### config.mk
export PLATFORM = sky130hd
export DESIGN_NAME = ctrl_resolve_unit
export DESIGN_NICKNAME = d
export VERILOG_FILES = /design/src/rtl/ctrl_resolve_unit_pkg.sv /design/src/rtl/ctrl_upd_fifo.sv /design/src/rtl/ctrl_resolve_unit.sv
export SDC_FILE = /design/constraint.sdc
export NUM_CORES = 1
export LEC_CHECK = 0
export CORE_UTILIZATION = 45
export CTS_BUF_LIST = sky130_fd_sc_hd__clkbuf_4 sky130_fd_sc_hd__clkbuf_8
export CTS_CLUSTER_DIAMETER = 40
export CTS_CLUSTER_SIZE = 14
export DETAILED_ROUTE_END_ITERATION = 10
export GPL_ROUTABILITY_DRIVEN = 0
export PLACE_DENSITY = 0.65
export SLEW_MARGIN = 20
export SYNTH_ARGS = -nofsm -noshare
export SYNTH_HDL_FRONTEND = slang
export SYNTH_HIERARCHICAL = 1
export SYNTH_SLANG_ARGS = --single-unit
### constraint.sdc
create_clock -name clk -period 3.2 [get_ports clk]
set_clock_uncertainty 0.1 [all_clocks]
set_input_delay 0.48 -clock clk [delete_from_list [all_inputs] [get_ports clk]]
set_output_delay 0.48 -clock clk [all_outputs]
set_load 0.01 [all_outputs]
### src/rtl/ctrl_resolve_unit_pkg.sv
// Shared types, flag positions, FSM encoding and the active-list age compare used by the
// control-resolve slice (ctrl_resolve_unit and ctrl_upd_fifo).
package ctrl_resolve_unit_pkg;

    localparam int unsigned FLAG_CTRL    = 5;
    localparam int unsigned FLAG_MISPRED = 0;

    // Storage width of PC fields in a queued predictor update; the top level narrows on read.
    localparam int unsigned UPD_PC_W = 32;

    typedef struct packed {
        logic [UPD_PC_W-1:0] pc;
        logic [UPD_PC_W-1:0] target;
        logic                dir;
    } upd_entry_t;

    typedef enum logic [1:0] {
        StIdle,
        StRedirect,
        StFlush
    } rec_state_e;

    // True when tag a is strictly older than tag b; the wrap bit flips the index order.
    function automatic logic older(input logic        a_wrap,
                                   input logic [31:0] a_idx,
                                   input logic        b_wrap,
                                   input logic [31:0] b_idx);
        logic res;
        if (a_wrap == b_wrap) begin
            res = (a_idx < b_idx);
        end else begin
            res = (a_idx > b_idx);
        end
        return res;
    endfunction

endpackage

### src/rtl/ctrl_upd_fifo.sv
// Synchronous FIFO for predictor updates. Pushes into a full queue are dropped unless a pop
// happens in the same cycle; when empty, the head output holds the last popped entry.
module ctrl_upd_fifo
    import ctrl_resolve_unit_pkg::*;
#(
    parameter int unsigned DEPTH = 4
) (
    input  logic       clk,
    input  logic       reset_n,
    input  logic       push_i,
    input  upd_entry_t push_data_i,
    input  logic       pop_i,
    output logic       valid_o,
    output upd_entry_t head_o,
    output logic       full_o,
    output logic       empty_o,
    output logic       drop_o
);

    localparam int unsigned PTR_W = (DEPTH > 1) ? $clog2(DEPTH) : 1;
    localparam logic [PTR_W:0] DEPTH_CNT = (PTR_W + 1)'(DEPTH);

    upd_entry_t       mem_q [DEPTH];
    upd_entry_t       last_q;
    logic [PTR_W-1:0] wr_ptr_q;
    logic [PTR_W-1:0] rd_ptr_q;
    logic [PTR_W:0]   count_q;
    logic             do_push;
    logic             do_pop;

    assign empty_o = (count_q == '0);
    assign full_o  = (count_q == DEPTH_CNT);
    assign do_pop  = pop_i & ~empty_o;
    assign do_push = push_i & (~full_o | do_pop);
    assign drop_o  = push_i & full_o & ~do_pop;
    assign valid_o = ~empty_o;
    assign head_o  = empty_o ? last_q : mem_q[rd_ptr_q];

    always_ff @(posedge clk or negedge reset_n) begin
        if (!reset_n) begin
            for (int i = 0; i < int'(DEPTH); i++) begin
                mem_q[i] <= '0;
            end
            last_q   <= '0;
            wr_ptr_q <= '0;
            rd_ptr_q <= '0;
            count_q  <= '0;
        end else begin
            // Power-of-two depth: pointers wrap by natural overflow.
            if (do_push) begin
                mem_q[wr_ptr_q] <= push_data_i;
                wr_ptr_q        <= wr_ptr_q + 1'b1;
            end
            if (do_pop) begin
                last_q   <= mem_q[rd_ptr_q];
                rd_ptr_q <= rd_ptr_q + 1'b1;
            end
            if (do_push && !do_pop) begin
                count_q <= count_q + 1'b1;
            end else if (do_pop && !do_push) begin
                count_q <= count_q - 1'b1;
            end
        end
    end

endmodule

### src/rtl/ctrl_resolve_unit.sv
// Resolves control-ALU results: drives fetch redirect and flush on the oldest mispredict and
// queues predictor updates. Define CTRL_RESOLVE_STATS_EN to add saturating event counters.
module ctrl_resolve_unit
    import ctrl_resolve_unit_pkg::*;
#(
    parameter int unsigned SIZE_PC        = 32,
    parameter int unsigned SIZE_AL_LOG    = 7,
    parameter int unsigned UPD_FIFO_DEPTH = 4,
    parameter int unsigned FLUSH_CYCLES   = 2
) (
    input  logic                 clk,
    input  logic                 reset_n,
    input  logic                 exeValid_i,
    input  logic [SIZE_PC-1:0]   exePC_i,
    input  logic [SIZE_PC-1:0]   exeNextPC_i,
    input  logic                 exeDirection_i,
    input  logic [7:0]           exeFlags_i,
    input  logic [SIZE_AL_LOG:0] exeAlId_i,
    output logic                 redirectValid_o,
    output logic [SIZE_PC-1:0]   redirectPC_o,
    output logic                 flush_o,
    output logic [SIZE_AL_LOG:0] flushAlId_o,
    output logic                 bpUpdValid_o,
    output logic [SIZE_PC-1:0]   bpUpdPC_o,
    output logic [SIZE_PC-1:0]   bpUpdTarget_o,
    output logic                 bpUpdDir_o,
    input  logic                 bpUpdReady_i
`ifdef CTRL_RESOLVE_STATS_EN
    ,
    output logic [31:0]          mispredCnt_o,
    output logic [31:0]          updDropCnt_o
`endif
);

    localparam int unsigned CNT_W = (FLUSH_CYCLES > 1) ? $clog2(FLUSH_CYCLES) : 1;
    localparam logic [CNT_W-1:0] FLUSH_RELOAD = CNT_W'(FLUSH_CYCLES - 1);

    rec_state_e           state_q;
    logic [CNT_W-1:0]     flush_cnt_q;
    logic                 redirect_valid_q;
    logic [SIZE_PC-1:0]   redirect_pc_q;
    logic                 flush_q;
    logic [SIZE_AL_LOG:0] flush_al_id_q;

    logic       recovering;
    logic       exe_older;
    logic       accept;
    logic       rec_start;
    upd_entry_t push_entry;
    upd_entry_t head;
    logic       upd_full;
    logic       upd_empty;
    logic       upd_drop;
    logic       unused_flags;

    assign unused_flags = ^{exeFlags_i[7:6], exeFlags_i[4:1]};

    // While recovering, only results strictly older than the current flush tag survive.
    assign recovering = (state_q != StIdle);
    assign exe_older  = older(exeAlId_i[SIZE_AL_LOG], 32'(exeAlId_i[SIZE_AL_LOG-1:0]),
                              flush_al_id_q[SIZE_AL_LOG], 32'(flush_al_id_q[SIZE_AL_LOG-1:0]));
    assign accept     = exeValid_i & exeFlags_i[FLAG_CTRL] & ~(recovering & ~exe_older);
    assign rec_start  = accept & exeFlags_i[FLAG_MISPRED];

    always_comb begin
        push_entry        = '0;
        push_entry.pc     = UPD_PC_W'(exePC_i);
        push_entry.target = UPD_PC_W'(exeNextPC_i);
        push_entry.dir    = exeDirection_i;
    end

    always_ff @(posedge clk or negedge reset_n) begin
        if (!reset_n) begin
            state_q          <= StIdle;
            flush_cnt_q      <= '0;
            redirect_valid_q <= 1'b0;
            redirect_pc_q    <= '0;
            flush_q          <= 1'b0;
            flush_al_id_q    <= '0;
        end else begin
            redirect_valid_q <= 1'b0;
            if (rec_start) begin
                // Also covers a restart from an older mispredict mid-recovery.
                state_q          <= StRedirect;
                redirect_valid_q <= 1'b1;
                redirect_pc_q    <= exeNextPC_i;
                flush_q          <= 1'b1;
                flush_al_id_q    <= exeAlId_i;
                flush_cnt_q      <= FLUSH_RELOAD;
            end else begin
                case (state_q)
                    StIdle: begin
                        state_q <= StIdle;
                    end
                    StRedirect, StFlush: begin
                        if (flush_cnt_q == '0) begin
                            state_q <= StIdle;
                            flush_q <= 1'b0;
                        end else begin
                            state_q     <= StFlush;
                            flush_cnt_q <= flush_cnt_q - 1'b1;
                        end
                    end
                    default: begin
                        state_q <= StIdle;
                        flush_q <= 1'b0;
                    end
                endcase
            end
        end
    end

    assign redirectValid_o = redirect_valid_q;
    assign redirectPC_o    = redirect_pc_q;
    assign flush_o         = flush_q;
    assign flushAlId_o     = flush_al_id_q;

    ctrl_upd_fifo #(
        .DEPTH (UPD_FIFO_DEPTH)
    ) u_upd_fifo (
        .clk         (clk),
        .reset_n     (reset_n),
        .push_i      (accept),
        .push_data_i (push_entry),
        .pop_i       (bpUpdReady_i),
        .valid_o     (bpUpdValid_o),
        .head_o      (head),
        .full_o      (upd_full),
        .empty_o     (upd_empty),
        .drop_o      (upd_drop)
    );

    assign bpUpdPC_o     = head.pc[SIZE_PC-1:0];
    assign bpUpdTarget_o = head.target[SIZE_PC-1:0];
    assign bpUpdDir_o    = head.dir;

`ifdef CTRL_RESOLVE_STATS_EN
    logic [31:0] mispred_cnt_q;
    logic [31:0] upd_drop_cnt_q;
    logic        unused_fifo;

    assign unused_fifo = upd_full ^ upd_empty;

    always_ff @(posedge clk or negedge reset_n) begin
        if (!reset_n) begin
            mispred_cnt_q  <= '0;
            upd_drop_cnt_q <= '0;
        end else begin
            if (rec_start && (mispred_cnt_q != '1)) begin
                mispred_cnt_q <= mispred_cnt_q + 1'b1;
            end
            if (upd_drop && (upd_drop_cnt_q != '1)) begin
                upd_drop_cnt_q <= upd_drop_cnt_q + 1'b1;
            end
        end
    end

    assign mispredCnt_o = mispred_cnt_q;
    assign updDropCnt_o = upd_drop_cnt_q;
`else
    logic unused_fifo;

    assign unused_fifo = upd_full ^ upd_empty ^ upd_drop;
`endif

endmodule

==> results by group <==
Worst setup path
  – WP data required: 2620 ps
  – CP max stage delay: approximately 550 ps
  – Setup crit end kind: primary output
  – Critical path origin: u_upd_fifo/count_q[1]$_DFFE_PN0P_
  – FF-to-FF Start: flushAlId_o[4]$_DFFE_PN0P_
  – CP Launch Type: register
  – CP Class: reg2out
  – Critical Path Most Common Cell: nand2_1
  – Slowest stage cell, crit path: clkdlybuf4s50_1
  – CP max FO: 15
  – CP cell instances: or3_4, inv_6, buf_12, nand2_1, nand2_1, clkdlybuf4s50_1
  – Arr. time, crit path: between 2000 and 3000 ps

Yosys
  – Mapped cell area: 0.0169 sq mm
  – Post-Syn Instances: 1141
  – Post-synthesis net count: 1240
  – Synth Warn #: 6
  – Syn_area_per_cell: 14.8 sq um

Run
  – Max-cap violations: 0

Pwr
  – P_int: 15.5 mW
  – Register share of total power: a little over a third
  – Pwr Density: 1080 mW/mm^2
  – NetSw: about 7.5 mW
  – Tot Pwr: roughly 23 mW
  – Leakage: around 9.6 nW
  – Clock power frac: about 20%
  – Gate power share: roughly 45%
  – Sw frac: between 30% and 40%
  – Worst vdd ir: about 0.52 mV

Timing
  – Min cycle time layout: between 3000 and 4000 ps
  – Hold slack: 348 ps
  – Relative slew slack: a little under three fifths
  – Crit share post-route: a little over nine tenths
  – Final Hold Viols: 0
  – Slew Limit Fails: 0
  – F_max: between 0.3 and 0.4 GHz
  – Final setup fails: 0
  – Tightest Pin Transition: around 660 ps
  – Setup repair after global routing missed its margin: true

Routing
  – Drt via density: about 5.3
  – DRT Pass-1 Iters: 6
  – Initial DRC count: a little over 400
  – Antenna viol nets, final: 0
  – Residual DRC: 0
  – Avg WL per Cell: ~20 microns
  – Routed WL: approximately 39000 microns
  – DR vias: between 10000 and 15000

Clock tree
  – # clock sinks: around 380
  – Insertion delay to the later sink of the worst-skew pair: approximately 640 ps
  – H-tree levels: 2
  – Clk slew on worst S/H paths: roughly 80 ps
  – CTS Root Cell: clkbuf_8
  – Total CTS buffers: 56
  – TritonCTS clock tree: done
  – Max Root-Sink Buffers: 3

Hold path
  – Hold crit path type: in2async

Floorplanning
  – CORE AREA: about 0.037 sq mm
  – Die height: a little under 200 microns
  – I/O pins: roughly 190
  – Die area: around 0.038 sq mm
  – DIE WIDTH: slightly below 200 microns
  – Initial Utilization: a little under half
  – Cell Rows: 70

Placement
  – Inst Count DP: between 1500 and 2000
  – HPWL Detailed: 23000 microns
  – Input/output buffers: approximately 190
  – DP Area: between 0.015 and 0.02 sq mm

Finish
  – Ant diodes: 0
  – Synthesis-to-layout area growth: 25.7%
  – Reg area: 0.00942 sq mm
  – FILL cells: about 3000
  – Share of cells above drive strength 1: 43.6%
  – Multi-input logic area: slightly below 0.007 sq mm
  – Layout Cells excl Fill: around 1900
  – Net count, final: approximately 1500
  – Fin area: approximately 0.021 sq mm

Global route
  – Pin count of the biggest net entering global routing: a little under 80
  – First-pass GRT wire length: approximately 61000 microns
  – Global-route usage over all layers: 20.8%
  – Vias in the first global route: around 11000
  – Initial antenna violation count: 1
  – GRT Residual Overflow: 0

Outcome
  – Status: complete, no violations
## worst paths after layout
kind                                                          end  slack [ps]  cells past startpoint
worst max register to register  u_upd_fifo/count_q[1]$_DFFE_PN0P_         100                     11
worst max-delay path                             bpUpdTarget_o[2]          80                      6
worst min-delay path            u_upd_fifo/last_q[18]$_DFFE_PN0P_         350                      2
worst min register to register       redirectPC_o[15]$_DFFE_PN0P_         390                      1
min in group clk                     redirectPC_o[15]$_DFFE_PN0P_         390                      1
max in group asynchronous       u_upd_fifo/mem_q[188]$_DFFE_PN0P_        1790                      3
## through the flow
stage          TNS [ps]  utilization, %  worst slack, ps
5_1_grt           -34.3            57.7            -15.1
3_5_place_dp     -53630            53.1             -495
2_1_floorplan         0               -              160
3_3_place_gp     -38930            53.1             -401
4_1_cts           -1140            56.9            -69.1
6_report              0            57.7             83.1
## registers in the layout, indices dropped and copies added (netlist names)
name                 cells
u_upd_fifo/mem_q       260
u_upd_fifo/last_q       65
redirectPC_o            32
flushAlId_o              8
u_upd_fifo/count_q       3
state_q                  2
u_upd_fifo/rd_ptr_q      2
u_upd_fifo/wr_ptr_q      2
flush_cnt_q              1
flush_o                  1
## what timing repair did
item                                    4_1_cts  5_1_grt
hold endpoints to repair                     70        0
setup buffers                                 6       17
pin swaps                                     0        1
gates cloned                                  2        2
hold buffers                                  1        0
resized for setup                            35       34
endpoints found under the setup margin       65       36
## final cells by class
class / count / area share (%)
multi-input cells: 680 / 32.7
clock inverters: 43 / 2.23
repair buffers: 260 / 13.7
well taps: 468 / 2.76
flip-flops and latches: 376 / 44.4
inverters: 16 / 0.306
clock buffers: 62 / 3.96
## layout by cell type (no fill, tap or decap), types with 2 or more instances in the layout
cell and instances:
a21oi_1 2, a21oi_2 3, and3_1 2, buf_12 28, buf_16 2, buf_4 38, buf_6 2, bufinv_16 6
clkbuf_16 2, clkbuf_4 2, clkbuf_8 60, clkdlybuf4s50_1 131, clkinv_2 8, clkinv_4 4, clkinvlp_4 13, dfrtp_1 372
dfrtp_2 2, dfrtp_4 2, dlygate4sd2_1 31, dlymetal6s2s_1 23, ha_1 13, inv_1 15, inv_6 7, inv_8 6
mux2_1 6, mux2_2 331, mux2_4 30, mux4_2 65, nand2_1 200, nand3_1 2, nor2_4 4, o21ai_0 2
xnor2_1 4, xor2_1 3
## power groups by stage
stage | Combinational (mW) | Clock (mW) | Sequential, mW
after global placement | 10.1 | 0 | 8.22
after global routing | 11.1 | 4.86 | 8.48
after detailed placement | 10.2 | 0 | 8.33
final | 10.3 | 4.52 | 8.18
after floorplan | 6.46 | 0 | 7.93
after CTS | 10.2 | 4.67 | 8.19
## critical path: cells and delay by family (launching register included)
kind                   cells  cell delay, ps
buffers and inverters      3             860
flip-flops                 1             440
AND/OR/NAND/NOR            3             580
## layer usage
layer	vias to the layer above	GRT usage [%]	wire length [microns]
met5	-	0	13
met4	2	6.28	690
met3	51	3.78	1440
met2	170	34.0	18800
met1	5243	28.3	17600
li1	4548	-	-
Power figures use the tool's default switching activity.
